===== config.mk =====
export PLATFORM = sky130hd
export DESIGN_NAME = uart_transmitter
export DESIGN_NICKNAME = d
export VERILOG_FILES = /design/src/rtl/uart_transmitter.sv
export SDC_FILE = /design/constraint.sdc
export NUM_CORES = 1
export LEC_CHECK = 0
export CORE_ASPECT_RATIO = 1.5
export CORE_MARGIN = 2
export CORE_UTILIZATION = 39
export CTS_CLUSTER_SIZE = 16
export DETAILED_ROUTE_END_ITERATION = 16
export PLACE_DENSITY = 0.58
export SLEW_MARGIN = 20
export SYNTH_ARGS = -nofsm -noshare
export SYNTH_HDL_FRONTEND = slang
export SYNTH_SLANG_ARGS = --single-unit

===== constraint.sdc =====
create_clock -name i_Clock -period 2.3 [get_ports i_Clock]
set_input_delay 0.46 -clock i_Clock [delete_from_list [all_inputs] [get_ports i_Clock]]
set_output_delay 0.46 -clock i_Clock [all_outputs]
set_load 0.01 [all_outputs]

===== src/rtl/uart_transmitter.sv =====
// UART transmitter: 8N1/8N2 serialiser with a small byte FIFO in front.
// Line outputs are registered, so they trail the FSM state by one clock.
module uart_transmitter #(
  parameter int CLKS_PER_BIT = 868,
  parameter int FIFO_DEPTH   = 4,
  parameter int STOP_BITS    = 1
) (
  input  logic       i_Clock,
  input  logic       i_Reset,
  input  logic       i_Tx_DV,
  input  logic [7:0] i_Tx_Byte,
  output logic       o_Tx_Ready,
  output logic       o_Tx_Serial,
  output logic       o_Tx_Active,
  output logic       o_Tx_Done,
  output logic [1:0] o_Debug_State
);

  localparam int PW = $clog2(FIFO_DEPTH);
  localparam int CW = PW + 1;
  localparam int TW = $clog2(CLKS_PER_BIT * STOP_BITS);
  localparam logic [CW-1:0] FULL_COUNT = CW'(FIFO_DEPTH);
  localparam logic [TW-1:0] BIT_LAST   = TW'(CLKS_PER_BIT - 1);
  localparam logic [TW-1:0] STOP_LAST  = TW'(CLKS_PER_BIT * STOP_BITS - 1);

  typedef enum logic [1:0] {
    IDLE  = 2'd0,
    START = 2'd1,
    DATA  = 2'd2,
    STOP  = 2'd3
  } state_t;

  // Handshake: a byte is taken on any rising edge where i_Tx_DV and o_Tx_Ready
  // are both high; o_Tx_Ready depends only on the registered occupancy count.

  logic [7:0]    mem [FIFO_DEPTH];
  logic [PW-1:0] wr_ptr, rd_ptr;
  logic [CW-1:0] count;
  logic          push, pop, fifo_empty;

  assign o_Tx_Ready = (count != FULL_COUNT);
  assign push       = i_Tx_DV && o_Tx_Ready;
  assign fifo_empty = (count == '0);

  always_ff @(posedge i_Clock) begin
    if (i_Reset) begin
      wr_ptr <= '0;
      rd_ptr <= '0;
      count  <= '0;
    end else begin
      if (push) wr_ptr <= wr_ptr + 1'b1;
      if (pop)  rd_ptr <= rd_ptr + 1'b1;
      case ({push, pop})
        2'b10:   count <= count + 1'b1;
        2'b01:   count <= count - 1'b1;
        default: count <= count;
      endcase
    end
  end

  always_ff @(posedge i_Clock) begin
    if (!i_Reset && push) mem[wr_ptr] <= i_Tx_Byte;
  end

  state_t        state, state_n;
  logic [TW-1:0] timer, timer_n;
  logic [2:0]    bit_idx, bit_idx_n;
  logic [7:0]    shift, shift_n;
  logic          serial_n, active_n, done_n;

  assign o_Debug_State = state;

  always_ff @(posedge i_Clock) begin
    if (i_Reset) begin
      state       <= IDLE;
      timer       <= '0;
      bit_idx     <= '0;
      shift       <= '0;
      o_Tx_Serial <= 1'b1;
      o_Tx_Active <= 1'b0;
      o_Tx_Done   <= 1'b0;
    end else begin
      state       <= state_n;
      timer       <= timer_n;
      bit_idx     <= bit_idx_n;
      shift       <= shift_n;
      o_Tx_Serial <= serial_n;
      o_Tx_Active <= active_n;
      o_Tx_Done   <= done_n;
    end
  end

  always_comb begin
    state_n   = state;
    timer_n   = timer;
    bit_idx_n = bit_idx;
    shift_n   = shift;
    pop       = 1'b0;
    serial_n  = 1'b1;
    active_n  = 1'b0;
    done_n    = 1'b0;
    case (state)
      IDLE: begin
        if (!fifo_empty) begin
          pop     = 1'b1;
          shift_n = mem[rd_ptr];
          timer_n = '0;
          state_n = START;
        end
      end
      START: begin
        serial_n = 1'b0;
        active_n = 1'b1;
        if (timer == BIT_LAST) begin
          timer_n   = '0;
          bit_idx_n = '0;
          state_n   = DATA;
        end else begin
          timer_n = timer + 1'b1;
        end
      end
      DATA: begin
        serial_n = shift[0];
        active_n = 1'b1;
        if (timer == BIT_LAST) begin
          timer_n = '0;
          shift_n = {1'b0, shift[7:1]};
          if (bit_idx == 3'd7) state_n = STOP;
          else                 bit_idx_n = bit_idx + 1'b1;
        end else begin
          timer_n = timer + 1'b1;
        end
      end
      STOP: begin
        active_n = 1'b1;
        if (timer == STOP_LAST) begin
          done_n  = 1'b1;
          timer_n = '0;
          // Chain straight into the next frame when more bytes are waiting.
          if (!fifo_empty) begin
            pop     = 1'b1;
            shift_n = mem[rd_ptr];
            state_n = START;
          end else begin
            state_n = IDLE;
          end
        end else begin
          timer_n = timer + 1'b1;
        end
      end
      default: state_n = IDLE;
    endcase
  end

endmodule


==> flow_summary.ini, run 1 <==
[run_status]
status = completed

[synth]
synth_fa_ha_area_frac = 0.0587
synth_enable_flop_cells = 32
synth_warnings = 0
synth.mux.area_fraction = 0.0868
syn_area_um2 = 3110
synth.distinct_cells = 58
postSynthAreaPerCell_um2 = 12.2
syn_nets = 280
synth_seq_cells = 67
synth_compound_area_frac = 0.140
synth_top_family_by_area = compound AO/OA/AOI/OAI gates
synth-xor-area-share = 0.00844
dominantRegCellSynth = dfxtp_1
synth-seq-area-share = 0.534
netlist_instances = 255
synth-simple-area-share = 0.136
async_reset_ff_frac = 0

[clocking]
root_buffer = clkbuf_16
cts_tree = done
cts_max_level = 3
cts.sinks = 67
clk_latency_ns = 0.34
path_clk_slew_ns = 0.06
cts_buffers = 9
cts_buffer_depth = 2

[floorplan]
start_util = 0.406
core_area_um2 = 7660
die_h_um = 113
ios = 17
row_count = 39
die_x_um = 76.9
die_area_um2 = 8730

[global_route]
antenna_found_initial = 0
grt_pass1_vias = 2170
grt_max_degree = 19
grt_pass1_wl_mm = 10.3
grt_overflow_total = 0
track_usage = 0.155

[setup_path]
critPathLaunchType = flip-flop
criticalPathCategory = reg2reg
endpoint_kind = flip-flop
cp.required_ns = 2.57
r2r_setup_slack_ns = 0.09
cp.arrival_ns = 2.48
worstPathMaxFanout = 4

[sta]
finalHoldViolCount = 0
skew_ns = 0.00772
fmax_mhz = 453
relSlewSlack = 0.634
drv_slew = 0
timing.hold.ws_ns = 0.480
worstMarginPinSlew_ns = 0.549
fin_crit_ns = 2.21
grt_setup_unrepaired = no
timing.final.crit_share = 0.959
setup_viol = 0

[routing]
drt_iter0_markers = 74
vias = 2136
drc = 0
wl_mm = 6.15
routedWlPerCell_um = 15.1
ant_nets = 0
vias_per_cell = 5.24
firstDrtPassIters = 4

[place]
numPlacedInstances = 391
dpl.hpwl_mm = 4.44
placed_area_um2 = 3550
numPortBuffers = 16
gp_congestion = 0.791

[job]
maxCapViolations = 0

[layout]
final_cells = 408
area_delta_synth_final_pct = 25.4
fin_area_um2 = 3900
nets = 326
diodes = 0
drive_above_1_share = 0.245

[pwr]
power_density_nw_per_um2 = 1110
leakage_nw = 1.41
ir_worst_vdd_uv = 813
p_total_mw = 4.33

[min_path]
worstHoldPathType = reg2reg
## worst max-delay path, stage by stage, from the launching register on
cell,delay [ns]
dfxtp_1,0.31
ha_2,0.18
and2_4,0.17
a41oi_4,0.25
nor3_2,0.08
ha_2,0.19
fa_1,0.37
xnor2_1,0.14
or3_1,0.33
a21oi_2,0.12
## cell usage after synthesis (all sizes together) (4+ instances only)
| library cell | number | area share |
|---|---|---|
| dfxtp | 35 | 0.23 |
| edfxtp | 32 | 0.31 |
| a21oi | 20 | 0.033 |
| nor2 | 14 | 0.017 |
| ha | 13 | 0.052 |
| nand2 | 11 | 0.013 |
| a211oi | 10 | 0.024 |
| inv | 9 | 0.011 |
| mux2i | 9 | 0.029 |
| and2 | 8 | 0.016 |
| buf | 8 | 0.020 |
| mux4 | 8 | 0.058 |
| o21ai | 8 | 0.013 |
| nand2b | 7 | 0.014 |
| a31oi | 6 | 0.012 |
| nand3 | 6 | 0.0096 |
| nor3 | 4 | 0.0080 |
## power breakdown
part	total [mW]	switching [mW]	internal, mW
sequential	1.57	0.143	1.43
combinational	1.35	0.676	0.678
clock	1.40	0.544	0.857
## layout make-up
cell class | count | area (µm²)
Fill cell | 699 | 3760
Sequential cell | 67 | 1660
Multi-Input combinational cell | 167 | 1380
Timing Repair Buffer | 46 | 385
Clock buffer | 9 | 225
Tap cell | 102 | 128
Clock inverter | 7 | 83.8
Inverter | 10 | 38.8
## path summary, 6_finish.rpt
path         cells after the start    endpoint  startpoint
min reg2reg                      2  bit_idx[2]  bit_idx[2]
min                              2  bit_idx[2]  bit_idx[2]
max reg2reg                      9    count[2]    timer[0]
max                              9    count[2]    timer[0]
## sequential cells by signal (all words and copies together), names as in the netlist, named ones only
name / flops
o_Debug_State: 2
count: 3
shift: 8
o_Tx_Done: 1
bit_idx: 3
o_Tx_Serial: 1
rd_ptr: 2
mem: 32
o_Tx_Active: 1
wr_ptr: 2
timer: 10
## kinds of logic (layout without fill, tap and decap cells)
group,after synthesis,after routing
adder cells (fa/ha/maj),14,14
AO/OA/AOI/OAI,60,60
buffers and inverters,21,72
AND/OR/NAND/NOR,73,73
multiplexers,17,17
flip-flops,67,67
XOR/XNOR,3,3
## stage by stage
stage | TNS [ns] | setup WS [ns] | utilization
finish | 0 | 0.0932 | 0.510
global route | 0 | 0.00691 | 0.510
CTS | 0 | 0.0291 | 0.504
detailed placement | -0.00210 | -0.00210 | 0.464
global placement | 0 | 0.0534 | 0.464
floorplan | 0 | 0.00904 | -
## routing by layer
metal  GRT usage  share of wire  vias up
met3      0.0364          0.029        9
li1            -              -     1071
met5           0              0        -
met4      0.0933          0.023        0
met2       0.273           0.53       37
met1       0.168           0.41     1019
## what timing repair did
action / CTS / global route
resized for setup: 0 / 7
hold buffers: 0 / 0
pin swaps: 1 / 2
endpoints found under the setup margin: 1 / 1
setup buffers: 0 / 1
endpoints found under the hold margin: 0 / 0
## placed cells by master, fill, tap and decap left out, drive strengths merged, types with 2 or more instances in the layout
master,instances
dfxtp,35
edfxtp,32
buf,30
a21oi,20
clkdlybuf4s50,16
nor2,14
ha,13
inv,12
nand2,11
a211oi,10
mux2i,9
clkbuf,9
o21ai,8
mux4,8
and2,8
nand2b,7
a31oi,6
nand3,6
nor3,4
nor4,3
and4,3
clkinv,3
nor4b,2
xnor2,2
nand4,2
a311oi,2
nand3b,2
nor3b,2
or3b,2
(Power assumes the default switching activity.)
==> run 2, diff against run 1 <==
SKIP_LAST_GASP = 1   (was default)
==> results of run 2 <==
Final layout, timing and power as in run 1 (identical DEF).
==> run 3, diff against run 2 <==
CAP_MARGIN = 10   (was default)
PLACE_DENSITY = 0.57   (was 0.58)
==> run 3 against run 2 <==
Sequential power is essentially flat; utilization is 0.52 points lower; setup slack improved by 0.020 ns; register-to-register slack improved by 0.06 ns; maximum frequency is 0.93% higher; final area is 1.0% lower; sequential cell count unchanged; routed wire length shrank 2.5%; combinational power down 3%; sequential share of layout area up 0.57 points; via count down 0.66%.
==> flow_summary.ini, run 3 (synthesis gave the netlist of run 1 again) <==
[layout]
drive_above_1_share = 0.230
layout_common_cells = 33 x dfxtp_1, 32 x edfxtp_1, 28 x buf_4
multi_input_area_um2 = 1360
diodes = 0
n_fill_cell = 687
largest_reg_flops = 32
nets = 324
top_register = mem
ff_latch_area_um2 = 1670
reg.largest.list = mem: 32 flops, timer: 10 flops, shift: 8 flops
final_common_cell = dfxtp_1
area_delta_synth_final_pct = 24.1

[setup_path]
endpoint_kind = output pin
crit_path_start = count[2]
r2r_cells = 9
worstPathMaxFanout = 5
r2r_end = count[2]
cp.arrival_ns = 1.73
worst-path-buf-inv = 1
criticalPathCategory = reg2out
cp_num_cells = 2
cp.required_ns = 1.84
critPathLaunchType = flip-flop
cp_slowest_stage_delay_ns = 0.50
r2r-start = timer[0]
critPathSlowestCell = clkdlybuf4s50_1
crit_path_cell_trace = or3b_2 > clkdlybuf4s50_1
worstSetupEndpoint = o_Tx_Ready
crit_family = buffers and inverters
r2r_setup_slack_ns = 0.15

[clocking]
root_buffer = clkbuf_16
cts_tree = done
hold_buffers = 0
cts_buffer_depth = 2
cts_buffers = 9
path_clk_slew_ns = 0.06
cts_max_level = 3
clk_latency_ns = 0.33
cts.sinks = 67

[floorplan]
die_x_um = 76.9
start_util = 0.406
die_h_um = 113
die_area_um2 = 8730
ios = 17
row_count = 39
core_area_um2 = 7660

[place]
gp_congestion = 0.836
dpl.hpwl_mm = 4.37
numPortBuffers = 16
pre_cts_slack_ns = 0.0220

[sta]
fin_crit_ns = 2.19
fin_setup_tns_ns = 0
grt_setup_unrepaired = no
fin_ws_ns = 0.113
finalHoldViolCount = 0
skew_ns = 0.00681
relSlewSlack = 0.604
setup_viol = 0
fmax_mhz = 457
drv_slew = 0
worstMarginPinSlew_ns = 0.588
timing.final.crit_share = 0.951

[min_path]
worstHoldPathType = reg2reg
holdPathStages = 2

[routing]
routedWlPerCell_um = 14.8
drt_iter0_markers = 86
vias = 2122
drc = 0
firstDrtPassIters = 4
ant_nets = 0
wl_mm = 6.00
vias_per_cell = 5.23

[job]
maxCapViolations = 0

[global_route]
antenna_found_initial = 0
grt_pass1_wl_mm = 10.2
grt_pass1_vias = 2143
grt_max_degree = 16
track_usage = 0.152
grt_overflow_total = 0

[run_status]
status = completed

[pwr]
leakage_nw = 1.40
power_density_nw_per_um2 = 1100
ir_worst_vdd_uv = 564
==> run 3: worst min-delay path by stage <==
stage,from,to,slack [ns]
global placement,bit_idx[2],bit_idx[2],0.46
floorplan,rd_ptr[1],flip-flop,0.45
detailed placement,bit_idx[2],bit_idx[2],0.47
CTS,bit_idx[2],bit_idx[2],0.48
global route,bit_idx[2],bit_idx[2],0.49
finish,bit_idx[1],bit_idx[1],0.47
==> run 3: cell type report <==
type / instances / area share
clock buffers: 9 / 0.0583
clock inverters: 7 / 0.0198
inverters: 10 / 0.0100
multi-input cells: 167 / 0.351
flip-flops and latches: 67 / 0.432
well taps: 102 / 0.0330
repair buffers: 44 / 0.0959
==> run 3: layer usage <==
| layer | track usage | part of all wire |
|---|---|---|
| met2 | 0.275 | 0.53 |
| met4 | 0.0739 | 0.021 |
| met5 | 0 | 0 |
| met1 | 0.157 | 0.42 |
| met3 | 0.0467 | 0.030 |
==> run 3: worst register-to-register path, cell delays in order (launching register included) <==
cell     delay, ns
dfxtp_1       0.31
ha_1          0.20
and2_4        0.17
a41oi_2       0.15
nor3_1        0.09
ha_1          0.21
fa_1          0.38
xnor2_1       0.14
or3_1         0.30
a21oi_1       0.13
==> run 3: where the power goes <==
| group | switching [mW] | leakage [nW] | internal, mW | total [mW] |
|---|---|---|---|---|
| registers | 0.147 | 0.578 | 1.43 | 1.58 |
| logic | 0.657 | 0.678 | 0.656 | 1.31 |
| clock network | 0.521 | 0.144 | 0.845 | 1.37 |
==> run 3: what timing repair did <==
item,4_1_cts,5_1_grt
hold endpoints to repair,0,0
gates resized for setup,0,6
buffers inserted,0,0
endpoints found under the setup margin,0,1
==> run 3: stage by stage <==
step	hold WS, ns	utilization	power [mW]	std cells	instance area [µm²]
global placement	0.462	0.463	2.91	390	3550
finish	0.473	0.504	4.26	406	3860
global route	0.493	0.504	4.53	406	3860
CTS	0.479	0.502	4.31	406	3850
detailed placement	0.469	0.463	2.92	390	3550
floorplan	0.447	-	2.49	255	3120
